`config.mk`:
```
export PLATFORM = sky130hd
export DESIGN_NAME = encoder_8_3_seq_flat
export DESIGN_NICKNAME = d
export VERILOG_FILES = /design/src/rtl/encoder_8_3_seq_if.sv /design/src/rtl/encoder_8_3_seq.sv /design/src/flat_wrapper.sv
export SDC_FILE = /design/constraint.sdc
export NUM_CORES = 1
export LEC_CHECK = 0
export CAP_MARGIN = 0
export CELL_PAD_IN_SITES_DETAIL_PLACEMENT = 2
export CELL_PAD_IN_SITES_GLOBAL_PLACEMENT = 2
export CORE_MARGIN = 2
export CORE_UTILIZATION = 28
export DETAILED_ROUTE_END_ITERATION = 6
export HOLD_SLACK_MARGIN = 0.05
export PLACE_DENSITY = 0.8
export SYNTH_ARGS = -nofsm -noshare
export SYNTH_HDL_FRONTEND = slang
export SYNTH_SLANG_ARGS = --single-unit
export TNS_END_PERCENT = 1
```
`constraint.sdc`:
```
create_clock -name clk -period 2.1 [get_ports clk]
set_input_delay 0.42 -clock clk [delete_from_list [all_inputs] [get_ports clk]]
set_output_delay 0.42 -clock clk [all_outputs]
set_load 0.01 [all_outputs]
```
`src/rtl/encoder_8_3_seq_if.sv`:
```
// Handshake bundle for the sequential 8-to-3 encoder: request side (En/I/in_valid/in_ready)
// and code side (Y/out_valid/out_ready/last).
interface encoder_8_3_seq_if #(
  parameter int N = 8,
  parameter int W = 3
);
  logic         En;
  logic [N-1:0] I;
  logic         in_valid;
  logic         in_ready;
  logic [W-1:0] Y;
  logic         out_valid;
  logic         out_ready;
  logic         last;

  modport slave (
    input  En, I, in_valid, out_ready,
    output in_ready, Y, out_valid, last
  );

  modport master (
    output En, I, in_valid, out_ready,
    input  in_ready, Y, out_valid, last
  );
endinterface

```
`src/rtl/encoder_8_3_seq.sv`:
```
// Sequential 8-to-3 priority encoder: serialises a captured multi-hot vector into one
// index per output beat. Define ENC_LSB_FIRST_EN to emit lowest index first.
module encoder_8_3_seq #(
  parameter int N = 8,
  parameter int W = 3
) (
  input  logic            clk,
  input  logic            rst,
  encoder_8_3_seq_if.slave bus
);

  typedef enum logic {IDLE, EMIT} state_t;

  state_t       state_q, state_d;
  logic [N-1:0] pending_q, pending_d;
  logic [W-1:0] y_q, y_d;
  logic         out_valid_q, out_valid_d;
  logic         last_q, last_d;

  logic [N-1:0] src_vec;
  logic [W-1:0] src_idx;

  // Index of the set bit that goes out next: highest by default, lowest when inverted.
  function automatic logic [W-1:0] pick_idx(input logic [N-1:0] v);
    logic [W-1:0] idx;
    idx = '0;
`ifdef ENC_LSB_FIRST_EN
    for (int i = N - 1; i >= 0; i--) begin
      if (v[i]) idx = W'(i);
    end
`else
    for (int i = 0; i < N; i++) begin
      if (v[i]) idx = W'(i);
    end
`endif
    return idx;
  endfunction

  function automatic logic one_hot(input logic [N-1:0] v);
    return (v != '0) && ((v & (v - N'(1))) == '0);
  endfunction

  assign bus.in_ready  = (state_q == IDLE) & bus.En & ~rst;
  assign bus.Y         = y_q;
  assign bus.out_valid = out_valid_q;
  assign bus.last      = last_q;

  assign src_vec = (state_q == IDLE) ? bus.I : pending_q;
  assign src_idx = pick_idx(src_vec);

  always_comb begin
    state_d     = state_q;
    pending_d   = pending_q;
    y_d         = y_q;
    out_valid_d = out_valid_q;
    last_d      = last_q;
    case (state_q)
      IDLE: begin
        // An all-zero vector is consumed without producing a beat.
        if (bus.in_valid && bus.in_ready && (src_vec != '0)) begin
          y_d         = src_idx;
          pending_d   = src_vec & ~(N'(1) << src_idx);
          last_d      = one_hot(src_vec);
          out_valid_d = 1'b1;
          state_d     = EMIT;
        end
      end
      EMIT: begin
        if (out_valid_q && bus.out_ready) begin
          if (pending_q != '0) begin
            y_d       = src_idx;
            pending_d = src_vec & ~(N'(1) << src_idx);
            last_d    = one_hot(src_vec);
          end else begin
            out_valid_d = 1'b0;
            last_d      = 1'b0;
            state_d     = IDLE;
          end
        end
      end
      default: state_d = IDLE;
    endcase
  end

  always_ff @(posedge clk) begin
    if (rst) begin
      state_q     <= IDLE;
      pending_q   <= '0;
      y_q         <= '0;
      out_valid_q <= 1'b0;
      last_q      <= 1'b0;
    end else begin
      state_q     <= state_d;
      pending_q   <= pending_d;
      y_q         <= y_d;
      out_valid_q <= out_valid_d;
      last_q      <= last_d;
    end
  end

endmodule

```
`src/flat_wrapper.sv`:
```
// flat-port wrapper written by rule: the top's interface ports become plain ports
module encoder_8_3_seq_flat 
#(
  parameter int N = 8,
  parameter int W = 3
)
  (clk, rst, bus_En, bus_I, bus_in_valid, bus_out_ready, bus_in_ready, bus_Y, bus_out_valid, bus_last);
  encoder_8_3_seq_if #(.N(N), .W(W)) bus_i ();
  input  logic clk;
  input  logic rst;
  input wire logic [$bits(bus_i.En)-1:0] bus_En;
  input wire logic [$bits(bus_i.I)-1:0] bus_I;
  input wire logic [$bits(bus_i.in_valid)-1:0] bus_in_valid;
  input wire logic [$bits(bus_i.out_ready)-1:0] bus_out_ready;
  output wire logic [$bits(bus_i.in_ready)-1:0] bus_in_ready;
  output wire logic [$bits(bus_i.Y)-1:0] bus_Y;
  output wire logic [$bits(bus_i.out_valid)-1:0] bus_out_valid;
  output wire logic [$bits(bus_i.last)-1:0] bus_last;
  assign bus_i.En = bus_En;
  assign bus_i.I = bus_I;
  assign bus_i.in_valid = bus_in_valid;
  assign bus_i.out_ready = bus_out_ready;
  assign bus_in_ready = bus_i.in_ready;
  assign bus_Y = bus_i.Y;
  assign bus_out_valid = bus_i.out_valid;
  assign bus_last = bus_i.last;
  encoder_8_3_seq #(.N(N), .W(W)) u_core (.clk(clk), .rst(rst), .bus(bus_i));
endmodule
```
Word level (Yosys, flattened, before mapping)
Index checks and enable logic that the tools add are counted.
- register bits after elaboration: 14
- bits of input ports: 13
- output and inout bits: 6
- logic and storage cells: 56
- add/subtract/negate cells: 1
- equal/unequal tests: 4
- shift-type cells: 1
- multiplexer cells: 28
- bitwise operators: 7
- reductions and logical operators: 10
- operator list (cell ; count):
    two-way mux 8 bit ; 4
    two-way mux 3 bit ; 7
    bitwise AND 8 bit ; 2
    one-hot mux 8 bit (2 select lines) ; 1
    nonzero test 8 bit ; 2
    two-way mux 1 bit ; 10
    logical NOT 8 bit ; 1
    != test 2 bit, second input constant ; 4
    NOT 8 bit ; 1
    left shift 1 x 3 -> 8 bit, first input constant ; 1
    subtractor 8 x 1 -> 8 bit, second input constant ; 1
    one-hot mux 1 bit (2 select lines) ; 3
    one-hot mux 3 bit (2 select lines) ; 1
    AND reduction 3 bit ; 2
    logical AND 1 bit ; 4
    two-way mux 2 bit ; 2
    bitwise AND 1 bit ; 2
    NOT 1 bit ; 2
    AND reduction 2 bit ; 1

Depth between registers and ports, before layout
Gate-level depths: netlist of run 1.
- word-level depth: 14
- mapped depth: 7
- gate-level depth less buffers: 6

Worst setup path before layout of run 1
Ideal clock, no wire load.
- path kind: register to register
- start: register u_core.state_q
- end: register u_core.pending_q[1]
- library setup time: 118 ps
- arrival: 1769 ps
- required time: 1982 ps
- slack: 214 ps
- cell stages (with the launch flop): 8
- buffers on the path: 1
- clock period less this slack: 1886 ps
- cells stage by stage: dfxtp_1 > clkbuf_8 > nor3b_1 > and2_1 > o31a_4 > a41oi_4 > a21o_1 > a32o_2
- elaborated cells between the ends (all ways): 25
- classes of those cells: 3 x eq/ne; 1 x shift; 12 x mux; 5 x bitwise; 4 x reduce/logical
- RTL lines (item ; RTL line ; source):
    from (decl) ; encoder_8_3_seq.sv:14 ; state_t state_q, state_d;
    from (signal assigned) ; encoder_8_3_seq.sv:93 ; state_q <= state_d;
    NOT 1 bit ; -- ;
    bitwise AND 1 bit (2 in a row) ; encoder_8_3_seq.sv:43 ; assign bus.in_ready = (state_q == IDLE) & bus.En & ~rst;
    net bus_in_ready ; flat_wrapper.sv:15 ; output wire logic [$bits(bus_i.in_ready)-1:0] bus_in_ready;
    logical AND 1 bit (2 in a row) ; encoder_8_3_seq.sv:60 ; if (bus.in_valid && bus.in_ready && (src_vec != '0)) begin
    != test 2 bit (no source line) ; -- ;
    AND reduction 3 bit (no source line) ; -- ;
    to (signal assigned) ; encoder_8_3_seq.sv:94 ; pending_q <= pending_d;
    to (decl) ; encoder_8_3_seq.sv:15 ; logic [N-1:0] pending_q, pending_d;
The timed path passes the listed nets, and every way through them passes these cells. The select of a mux whose other input is x is not followed.
A chain may end at the register's enable or synchronous reset.

Worst setup path in the final report of run 1
- start: input bus_I[4]
- end: register u_core.pending_q[0]
- cells in the longest elaborated chain, start to end: 11
- elaborated cells between the ends (all ways): 16
- classes of those cells: 1 x eq/ne; 1 x shift; 9 x mux; 2 x bitwise; 3 x reduce/logical
- RTL lines (item ; RTL line ; source):
    from (decl) ; flat_wrapper.sv:12 ; input wire logic [$bits(bus_i.I)-1:0] bus_I;
    two-way mux 8 bit * ; encoder_8_3_seq.sv:48 ; assign src_vec = (state_q == IDLE) ? bus.I : pending_q;
    two-way mux 3 bit (4 in a row) ; encoder_8_3_seq.sv:33 ; if (v[i]) idx = W'(i);
    left shift 1 x 3 -> 8 bit ; encoder_8_3_seq.sv:62, encoder_8_3_seq.sv:72 ;
    NOT 8 bit ; encoder_8_3_seq.sv:62, encoder_8_3_seq.sv:72 ;
    bitwise AND 8 bit ; encoder_8_3_seq.sv:62, encoder_8_3_seq.sv:72 ;
    two-way mux 8 bit ; encoder_8_3_seq.sv:70 ; if (pending_q != '0) begin
    two-way mux 8 bit ; encoder_8_3_seq.sv:69 ; if (out_valid_q && bus.out_ready) begin
    one-hot mux 8 bit (2 select lines) ; encoder_8_3_seq.sv:57 ; case (state_q)
Mark *: on every way between the ends. The rest lies on a longest branch, timed or not. The select of a mux whose other input is x is not followed.

==> run_results.csv, run 1 <==
group,metric,value,unit
run_status,status,"finished, final reports clean",
power,p_leak,0.497,nW
route,drt-vias-per-instance,5.60,
sta,rsz0062_at_grt,"true",
global_route,use_met3,0.0512,
global_route,grtUsageMet2,0.393,
route,post_drt_wl_per_cell,19.2,µm
global_route,antenna_found_initial,0,
sta,maxSlewViolCount,0,
global_route,grt_pass1_vias,1265,
floorplanning,die_width,61.0,µm
synth,synth_area_per_cell,7.63,µm²
worst_setup_path,required,2320,ps
floorplanning,pin_count,19,
min_path,hold_start,"u_core.bus.last$_SDFFE_PP0P_",
min_path,hold_depth,2,
sta,setup_tns,0,ps
clocking,cts_buffer_depth,2,
sta,min_period,2040,ps
sta,post-route-period-util,0.974,
floorplanning,core_area,0.00308,mm²
flow_run,drv_cap,0,
global_route,grt_first_pass_wirelength,6240,µm
worst_setup_path,path_max_fanout,6,
global_route,grt-busiest-layer,"met2",
worst_setup_path,crit_chain,"clkdlybuf4s50_1 -> nor3_2 -> o221ai_2 -> o31a_4 -> a41oi_4 -> nand2_1 -> a31oi_1",
layout,drive_gt1_frac,0.255,
placed_design,gp_congestion,0.858,
worst_setup_path,critical_path.endpoint,"u_core.pending_q[0]$_SDFFE_PP0P_",
clocking,cts_inserted_buffers,3,
synth,synth_seq_cells,14,
synth,synth_area,908,µm²
route,initialDrtViolationCount,28,
power,ir_drop,0.311,mV
global_route,grtUsageMet1,0.294,
global_route,overflow,0,
clocking,htree_levels,1,
sta,holdWs,478,ps
clocking,path_clk_slew,100,ps
synth,syn_nets,132,
worst_setup_path,path_class,"input pin to flop",
global_route,grt_use_total,0.233,
floorplanning,dieArea,0.00372,mm²
floorplanning,dieHeight,61.0,µm
min_path,hold_class,"flop to flop",
sta,slew_headroom,0.645,
sta,setup_violations,0,
placed_design,dp_slack,-296,ps
clocking,cts_setup_buffers,0,
synth,ys_warn_count,0,
worst_setup_path,start_kind,"input pin",
layout,final_nets,175,
sta,finalWorstSetupSlack,55.4,ps
sta,worst_slew_pin_slew,530,ps
sta,fmaxAchievable,0.489,GHz
route,via_count,1148,
placed_design,dp_hpwl,2920,µm
worst_setup_path,arrival,2260,ps
worst_setup_path,cp-startpoint,"bus_I[4]",
synth,ys_types,38,
route,dr.pass1.iters,4,
worst_setup_path,slowest_stage,"clkdlybuf4s50_1",
clocking,cts_sinks,14,
power,powerDensity,519,mW/mm²
route,wl,3930,µm
route,drc,0,
global_route,grt_max_degree,20,
sta,hold_viol,0,
worst_setup_path,r2r_slack,160,ps
sta,finClkSkew,0.790,ps
layout,final_cell_mix,"23 x buf_4, 17 x clkdlybuf4s50_1, 15 x nand2_1",
clocking,cts_tree,"built",
clocking,root_buffer,"clkbuf_4",
route,ant_nets,0,
worst_setup_path,rr_worst_depth,6,
clocking,cts_hold_buf,0,
worst_setup_path,r2r_end,"u_core.pending_q[0]$_SDFFE_PP0P_",
layout,layout_commonest_cell,"buf_4",
clocking,clock_latency,290,ps
layout,n_antenna_cell,0,
layout,syn2layout_area_growth,49.6,%
floorplanning,initial_core_util,0.295,
floorplanning,rows,20,
placed_design,io_buffer_count,18,
synth,ys_seq_area_frac,0.309,
synth,synthCells,119,
worst_setup_path,max_stage_delay,440,ps
worst_setup_path,critPathCaptureType,"flop",
worst_setup_path,r2r_start,"u_core.pending_q[6]$_SDFFE_PP0P_",
## registers in the layout (all words and copies together), names as in the netlist
signal	count
u_core.state_q	1
u_core.bus.last	1
u_core.bus.Y	3
u_core.bus.out_valid	1
u_core.pending_q	8
## through the flow
step                std cells  power, mW  utilization  area (µm²)
floorplan                 119      0.384            -         908
global placement          201      0.482        0.421        1300
detailed placement        201      0.492        0.421        1300
CTS                       205      0.706        0.435        1340
global route              205      0.747        0.441        1360
finish                    205      0.706        0.441        1360
## what timing repair did
action | 4_1_cts | 5_1_grt
gates resized for setup | 4 | 6
hold endpoints to repair | 0 | 0
setup endpoints to repair | 11 | 6
pin swaps | 0 | 2
## worst max-delay path: cells and delay by family
family | cells | cell delay [ps]
AOI/OAI and AO/OA | 4 | 1060
and+or+nand+nor | 2 | 340
buffers and inverters | 1 | 440
## cells in the mapped netlist
master | instances | share of area
o32ai_1 | 1 | 0.0096
nor2_1 | 10 | 0.041
a41oi_4 | 1 | 0.030
a22o_1 | 1 | 0.0096
o211ai_1 | 1 | 0.0083
o21bai_1 | 1 | 0.0083
o31ai_2 | 1 | 0.014
nor3b_2 | 1 | 0.014
a221oi_1 | 1 | 0.0096
a31oi_1 | 3 | 0.021
o21a_1 | 1 | 0.0083
a22oi_1 | 1 | 0.0083
nand3_1 | 7 | 0.039
a32oi_1 | 2 | 0.019
dfxtp_1 | 14 | 0.31
nor3b_1 | 2 | 0.017
a21oi_1 | 12 | 0.066
o31ai_1 | 1 | 0.0083
o221ai_2 | 1 | 0.017
nand2_1 | 16 | 0.066
a32o_2 | 1 | 0.012
nor2b_1 | 3 | 0.021
clkbuf_8 | 1 | 0.015
o311ai_0 | 2 | 0.019
o21ai_1 | 1 | 0.0055
and2_1 | 1 | 0.0069
a211oi_1 | 1 | 0.0083
nand4_1 | 2 | 0.014
nor3_1 | 8 | 0.044
a31o_2 | 1 | 0.0096
o21ai_0 | 9 | 0.050
buf_2 | 2 | 0.011
a21o_1 | 1 | 0.0083
inv_1 | 4 | 0.017
clkbuf_1 | 1 | 0.0041
o31a_4 | 1 | 0.019
nor4_1 | 1 | 0.0069
o22ai_1 | 1 | 0.0069
## power breakdown
part / switching, mW / leakage (nW) / total (mW) / internal [mW]
Clock: 0.104 / 0.0210 / 0.209 / 0.106
Combinational: 0.110 / 0.361 / 0.204 / 0.0935
Sequential: 0.0155 / 0.114 / 0.292 / 0.277
## kinds of logic after synthesis
| group | synth area share |
|---|---|
| AO/OA/AOI/OAI | 0.376 |
| AND/OR/NAND/NOR | 0.269 |
| buffers and inverters | 0.0468 |
| flip-flops | 0.309 |
## cell type report
type | instances | area [µm²]
timing repair buffer | 42 | 363
fill | 362 | 1720
tap | 44 | 55.1
sequential | 14 | 282
inverter | 4 | 15.0
multi-input combinational | 97 | 608
clock buffer | 4 | 36.3
## worst min-delay path by stage
| stage | end |
|---|---|
| 4_1_cts | u_core.bus.Y[0]$_SDFFE_PP0P_ |
| 6_report | u_core.bus.last$_SDFFE_PP0P_ |
| 5_1_grt | u_core.bus.Y[0]$_SDFFE_PP0P_ |
| 3_3_place_gp | u_core.bus.Y[1]$_SDFFE_PP0P_ |
| 2_1_floorplan | u_core.pending_q[3]$_SDFFE_PP0P_ |
| 3_5_place_dp | u_core.bus.Y[1]$_SDFFE_PP0P_ |
## layer usage
metal	up-vias	part of all wire
met3	11	0.044
met1	574	0.44
met2	29	0.49
met4	0	0.027
li1	534	-
met5	-	0
Power figures use the tool's default switching activity.
==> inputs of run 2 (changes only) <==
--- a/config.mk
+++ b/config.mk
@@ -12,7 +12,7 @@
 export CORE_UTILIZATION = 28
 export DETAILED_ROUTE_END_ITERATION = 6
 export HOLD_SLACK_MARGIN = 0.05
-export PLACE_DENSITY = 0.8
+export PLACE_DENSITY_LB_ADDON = 0.3
 export SYNTH_ARGS = -nofsm -noshare
 export SYNTH_HDL_FRONTEND = slang
 export SYNTH_SLANG_ARGS = --single-unit
==> run 2 against run 1 <==
  * Final area did not move
  * Fmax up 2.7%
  * Sequential power about the same
  * Largest cell class unchanged
==> run_results.csv, run 2 (same netlist as run 1, synthesis figures left out) <==
group,metric,value,unit
route,dr.pass1.iters,4,
route,post_drt_wl_per_cell,18.9,µm
sta,setup_violations,0,
placed_design,io_buffer_count,18,
worst_setup_path,crit_chain,"clkdlybuf4s50_1 -> nor3_2 -> o221ai_2 -> o31a_4 -> a41oi_4 -> a21o_1 -> a32o_2",
worst_setup_path,path_class,"input pin to flop",
route,initialDrtViolationCount,35,
floorplanning,dieHeight,61.0,µm
sta,hold_viol,0,
worst_setup_path,slowest_stage,"clkdlybuf4s50_1",
route,drc,0,
global_route,grt_use_total,0.231,
floorplanning,rows,20,
worst_setup_path,path_max_fanout,6,
clocking,cts_tree,"built",
layout,final_cell_mix,"27 x buf_4, 17 x clkdlybuf4s50_1, 16 x nand2_1",
global_route,grt_pass1_vias,1315,
worst_setup_path,cp.depth,7,
floorplanning,pin_count,19,
layout,largest_reg_flops,8,
route,drt-vias-per-instance,5.57,
global_route,overflow,0,
route,ant_nets,0,
layout,final_nets,178,
power,ir_drop,0.307,mV
min_path,hold_class,"flop to flop",
placed_design,gp_congestion,0.829,
sta,finClkSkew,6.95,ps
sta,slew_headroom,0.639,
sta,maxSlewViolCount,0,
floorplanning,dieArea,0.00372,mm²
sta,post-route-period-util,0.948,
sta,worst_slew_pin_slew,540,ps
worst_setup_path,critPathBufInv,1,
worst_setup_path,critPathCaptureType,"flop",
clocking,root_buffer,"clkbuf_4",
placed_design,placed_cell_area,0.00131,mm²
global_route,antenna_found_initial,0,
floorplanning,initial_core_util,0.295,
clocking,cts_hold_buf,0,
clocking,clock_latency,290,ps
worst_setup_path,required,2330,ps
worst_setup_path,max_stage_delay,430,ps
layout,syn2layout_area_growth,49.6,%
layout,drive_gt1_frac,0.258,
route,wl,3910,µm
layout,layout_commonest_cell,"buf_4",
sta,min_period,1990,ps
flow_run,drv_cap,0,
floorplanning,core_area,0.00308,mm²
worst_setup_path,rr_worst_depth,6,
global_route,grt_max_degree,13,
route,via_count,1152,
sta,fmaxAchievable,0.502,GHz
run_status,status,"finished, final reports clean",
layout,largest_register,"u_core.pending_q",
clocking,cts_inserted_buffers,3,
clocking,htree_levels,1,
worst_setup_path,start_kind,"input pin",
layout,n_antenna_cell,0,
clocking,cts_sinks,14,
layout,fin_area,0.00136,mm²
min_path,hold_depth,2,
power,p_leak,0.503,nW
worst_setup_path,arrival,2220,ps
sta,holdWs,475,ps
power,powerDensity,484,mW/mm²
placed_design,dp_hpwl,3090,µm
clocking,path_clk_slew,80,ps
clocking,cts_buffer_depth,2,
global_route,grt_first_pass_wirelength,6260,µm
floorplanning,die_width,61.0,µm
worst_setup_path,critPathTopFamily,"compound AO/OA/AOI/OAI gates",
-- run 2: cell count changes in the layout (fill, tap and decap cells not counted), sizes merged --
cell	change
buf	+3
clkbuf	-1
-- run 2: path summary, 6_finish.rpt --
| path | from | to | slack (ps) |
|---|---|---|---|
| setup / recovery | bus_I[5] | u_core.pending_q[1]$_SDFFE_PP0P_ | 110 |
| setup reg to reg | u_core.state_q$_SDFF_PP0_ | u_core.pending_q[1]$_SDFFE_PP0P_ | 120 |
| hold / removal | u_core.bus.Y[0]$_SDFFE_PP0P_ | u_core.bus.Y[0]$_SDFFE_PP0P_ | 480 |
| hold reg to reg | u_core.bus.Y[0]$_SDFFE_PP0P_ | u_core.bus.Y[0]$_SDFFE_PP0P_ | 480 |
-- run 2: layout make-up --
| type | instances | area, µm² |
|---|---|---|
| Fill cell | 369 | 1720 |
| Clock buffer | 3 | 22.5 |
| Inverter | 4 | 15.0 |
| Multi-Input combinational cell | 97 | 603 |
| Tap cell | 44 | 55.1 |
| Timing Repair Buffer | 45 | 382 |
| Sequential cell | 14 | 282 |
-- run 2: per-layer routing --
layer	vias to the layer above	part of all wire	routed length (µm)	track usage
met5	-	0	0	0
met3	4	0.028	109	0.0426
met2	20	0.53	2070	0.436
met4	0	0.0049	19	0.0404
li1	539	-	-	-
met1	589	0.44	1710	0.273
-- run 2: metrics by stage --
step / setup WS, ps / utilization / total power [mW] / instances / TNS [ps]
2_1_floorplan: 214 / - / 0.384 / 119 / 0
3_3_place_gp: -201 / 0.426 / 0.487 / 203 / -1520
3_5_place_dp: -282 / 0.426 / 0.500 / 203 / -2400
4_1_cts: 18.2 / 0.433 / 0.658 / 206 / 0
5_1_grt: -8.86 / 0.441 / 0.692 / 207 / -8.86
6_report: 110 / 0.441 / 0.658 / 207 / 0
-- run 2: timing repair --
| item | 4_1_cts | 5_1_grt |
|---|---|---|
| resized for setup | 2 | 5 |
| buffers inserted | 0 | 1 |
| endpoints found under the setup margin | 7 | 7 |
-- run 2: power by group --
group          switching, mW  internal (mW)
logic                  0.109         0.0983
clock network         0.0906         0.0667
registers             0.0162          0.277
total                  0.216          0.442
-- run 2: worst register-to-register path, cell delays in order (launching register included) --
cell      delay [ps]
dfxtp_2          490
nor3b_2          290
o221ai_2         170
o31a_4           400
a41oi_4          280
a21o_1           130
a32o_2           160
==> edit 1, RTL diff (flow settings as in run 2) <==
`W` is set to 3 in 3 places; all go to 6.
--- a/src/rtl/encoder_8_3_seq_if.sv
+++ b/src/rtl/encoder_8_3_seq_if.sv
@@ -2,7 +2,7 @@
 // and code side (Y/out_valid/out_ready/last).
 interface encoder_8_3_seq_if #(
   parameter int N = 8,
-  parameter int W = 3
+  parameter int W = 6
 );
   logic         En;
   logic [N-1:0] I;
--- a/src/rtl/encoder_8_3_seq.sv
+++ b/src/rtl/encoder_8_3_seq.sv
@@ -2,7 +2,7 @@
 // index per output beat. Define ENC_LSB_FIRST_EN to emit lowest index first.
 module encoder_8_3_seq #(
   parameter int N = 8,
-  parameter int W = 3
+  parameter int W = 6
 ) (
   input  logic            clk,
   input  logic            rst,
--- a/src/flat_wrapper.sv
+++ b/src/flat_wrapper.sv
@@ -2,7 +2,7 @@
 module encoder_8_3_seq_flat 
 #(
   parameter int N = 8,
-  parameter int W = 3
+  parameter int W = 6
 )
   (clk, rst, bus_En, bus_I, bus_in_valid, bus_out_ready, bus_in_ready, bus_Y, bus_out_valid, bus_last);
   encoder_8_3_seq_if #(.N(N), .W(W)) bus_i ();
Ports: changed (resized bus_Y); port bits go from 19 to 22. No check against the original RTL was run, so the function may have changed too.
==> edit 1 against run 2 <==
  * Worst setup slack improved by 0.033 ns
  * Synthesized area increased by 15%
  * Wire length decreased by 4.5%
  * Sequential cell count unchanged
  * Cell count decreased by 3.4%
  * Power increased by 18%
  * Register-to-register slack improved by 0.02 ns
  * Worst hold slack improved by 0.027 ns
  * Clock power increased by 73%
  * Core utilization decreased by 4.5 points
  * Design area increased by 5.3%
  * Critical path type is now reg2reg
  * Critical endpoint is now u_core.bus.last
  * Largest cell class unchanged
==> edit 1: results <==
[critical_path]
arrival_ns = 2.11
crit_fanout = 9
crit_slowest_cell = "mux2i_1"
max_stage_delay_ns = 0.46
critPathLaunch = "u_core.state_q"

[cells_and_area]
fin_nets = 166
fillers = 412
layout-drive-gt1-share_pct = 31.6

[placed_design]
placed_area_um2 = 1360
placed_cells = 196

[worst_hold_path]
min_to = "u_core.bus.last"

[global_routing]
grt_pass1_wl_um = 6040
grt.met3_usage_pct = 1.91

[sta]
tightest_slew_ns = 0.477
min_period_ns = 1.96

[synth]
synthTopCellsByCount = "dfxtp_1 (14), a21oi_1 (8), o21ai_0 (8)"
ys_types = 45
synthMuxAreaShare_pct = 11.3
synthTopCellsByArea = "dfxtp_1 (27%), mux2_2 (4.3%), a21oi_1 (3.8%)"
synth-compound-area-share_pct = 28.1

[drt]
wl_per_cell_um = 18.7
vias = 1079

[cts]
cts_root_buf = "clkbuf_8"
cts_resized = 0

[power]
vdd_drop_max_mv = 0.231

[outcome]
status = "complete, no violations"
[edit 1: power by group]
group          internal [mW]  switching [mW]  leakage [nW]
Clock                  0.166           0.106        0.0288
Combinational          0.103           0.110         0.403
Sequential             0.276          0.0129         0.114
Total                  0.546           0.229         0.546
[edit 1: worst reg2reg max path: stages (launching register included)]
cell,delay (ns)
dfxtp_2,0.42
buf_4,0.22
mux2i_1,0.47
nand2_1,0.15
nor2b_1,0.15
o221ai_1,0.15
o41ai_2,0.31
[edit 1: final cells by class]
class	instances	share of cell area, %
Tap cell	48	4.20
Inverter	1	0.262
Clock buffer	4	3.85
Multi-Input combinational cell	97	49.8
Timing Repair Buffer	36	22.2
Sequential cell	14	19.7
[edit 1: routing by layer]
layer  vias up  routed length (um)
met5         -                   0
met4         0                  59
met3         6                  84
met2        23                1960
met1       536                1630
li1        514                   -
==> edit 2, RTL diff (settings of run 2) <==
Without the edit above. `pending_q` no longer has a reset.
--- a/src/rtl/encoder_8_3_seq.sv
+++ b/src/rtl/encoder_8_3_seq.sv
@@ -85,18 +85,20 @@
   always_ff @(posedge clk) begin
     if (rst) begin
       state_q     <= IDLE;
-      pending_q   <= '0;
       y_q         <= '0;
       out_valid_q <= 1'b0;
       last_q      <= 1'b0;
     end else begin
       state_q     <= state_d;
-      pending_q   <= pending_d;
       y_q         <= y_d;
       out_valid_q <= out_valid_d;
       last_q      <= last_d;
     end
   end
 
+  always_ff @(posedge clk) begin
+    pending_q <= pending_d;
+  end
+
 endmodule
 
Function: same outputs for any inputs over 10 cycles, from zero or initial values and one cycle with rst high; that may be too few to reach the edited logic, so the function may still have changed.
==> edit 2 against run 2 <==
  * Power rose by 1.5%
  * Core utilization is 1.3 points lower
  * Synthesized area grew 4.1%
  * Worst hold slack about the same
  * Clock power grew 3%
  * Design area increased by 3.7%
  * Via count shrank 16%
  * Critical path type unchanged
  * Sequential cell count unchanged
  * Sequential power up 9.2%
  * Largest cell class unchanged
  * Critical endpoint is now u_core.bus.last
  * Wire length shrank 13%
  * Non-clock buffer count unchanged
  * Worst setup slack lost 0.029 ns
==> edit 2: results <==
[outcome]
status = "complete, no violations"

[global_routing]
track_usage_pct = 19.1
grt.met3_usage_pct = 2.17

[critical_path]
max_stage_delay_ns = 0.45
crit_fanout = 3
crit_family = "buffers and inverters"
crit_end = "u_core.bus.last"
r2r_start = "u_core.pending_q[4]"

[power]
pwr-share-clk_pct = 24.3
power_density_nw_per_um2 = 474
p_leak_nw = 0.537

[cells_and_area]
layout-drive-gt1-share_pct = 33.3
fillers = 389
final_cells = 184

[placed_design]
pre_cts_ws_ns = -0.266
placed_area_um2 = 1360

[drt]
drt-met1-wl_um = 1510
dr_wl_met2_um = 1770
met3_length_um = 80
wl_per_cell_um = 18.5
drt-initial-drc-count = 63

[worst_hold_path]
min_to = "u_core.bus.Y[1]"
min-delay-start = "u_core.bus.Y[1]"

[synth]
synthMuxAreaShare_pct = 8.47
synth_xor_area_share_pct = 0.926
syn_inst = 91
synth-compound-area-share_pct = 27.2

[sta]
worst_clock_skew_ns = 0.00312
edit 2: cell count changes in the layout (fill, tap and decap cells not counted), sizes merged, moves of 5 or more:
cell | before | now
a21oi | 12 | 6
nand2 | 16 | 3
dfxtp | 14 | 6
edfxtp | 0 | 8
nand3 | 7 | 2
mux2i | 0 | 8
o21ai | 10 | 3
edit 2: final cells by class:
| class | instances | area [um^2] | area share (%) |
|---|---|---|---|
| Clock inverter | 1 | 3.75 | 0.266 |
| Timing Repair Buffer | 45 | 382 | 27.1 |
| Sequential cell | 14 | 364 | 25.8 |
| Clock buffer | 3 | 22.5 | 1.60 |
| Tap cell | 46 | 57.6 | 4.09 |
| Multi-Input combinational cell | 72 | 568 | 40.3 |
| Inverter | 3 | 11.3 | 0.799 |
edit 2: worst min-delay path: stages (launching register included):
cell and delay, ns:
dfxtp_1 0.32, inv_1 0.06, a211oi_2 0.05
edit 2: what timing repair did:
item,4_1_cts,5_1_grt
gates cloned,0,0
endpoints found under the setup margin,14,1
buffers inserted,0,0
gates resized for setup,3,3
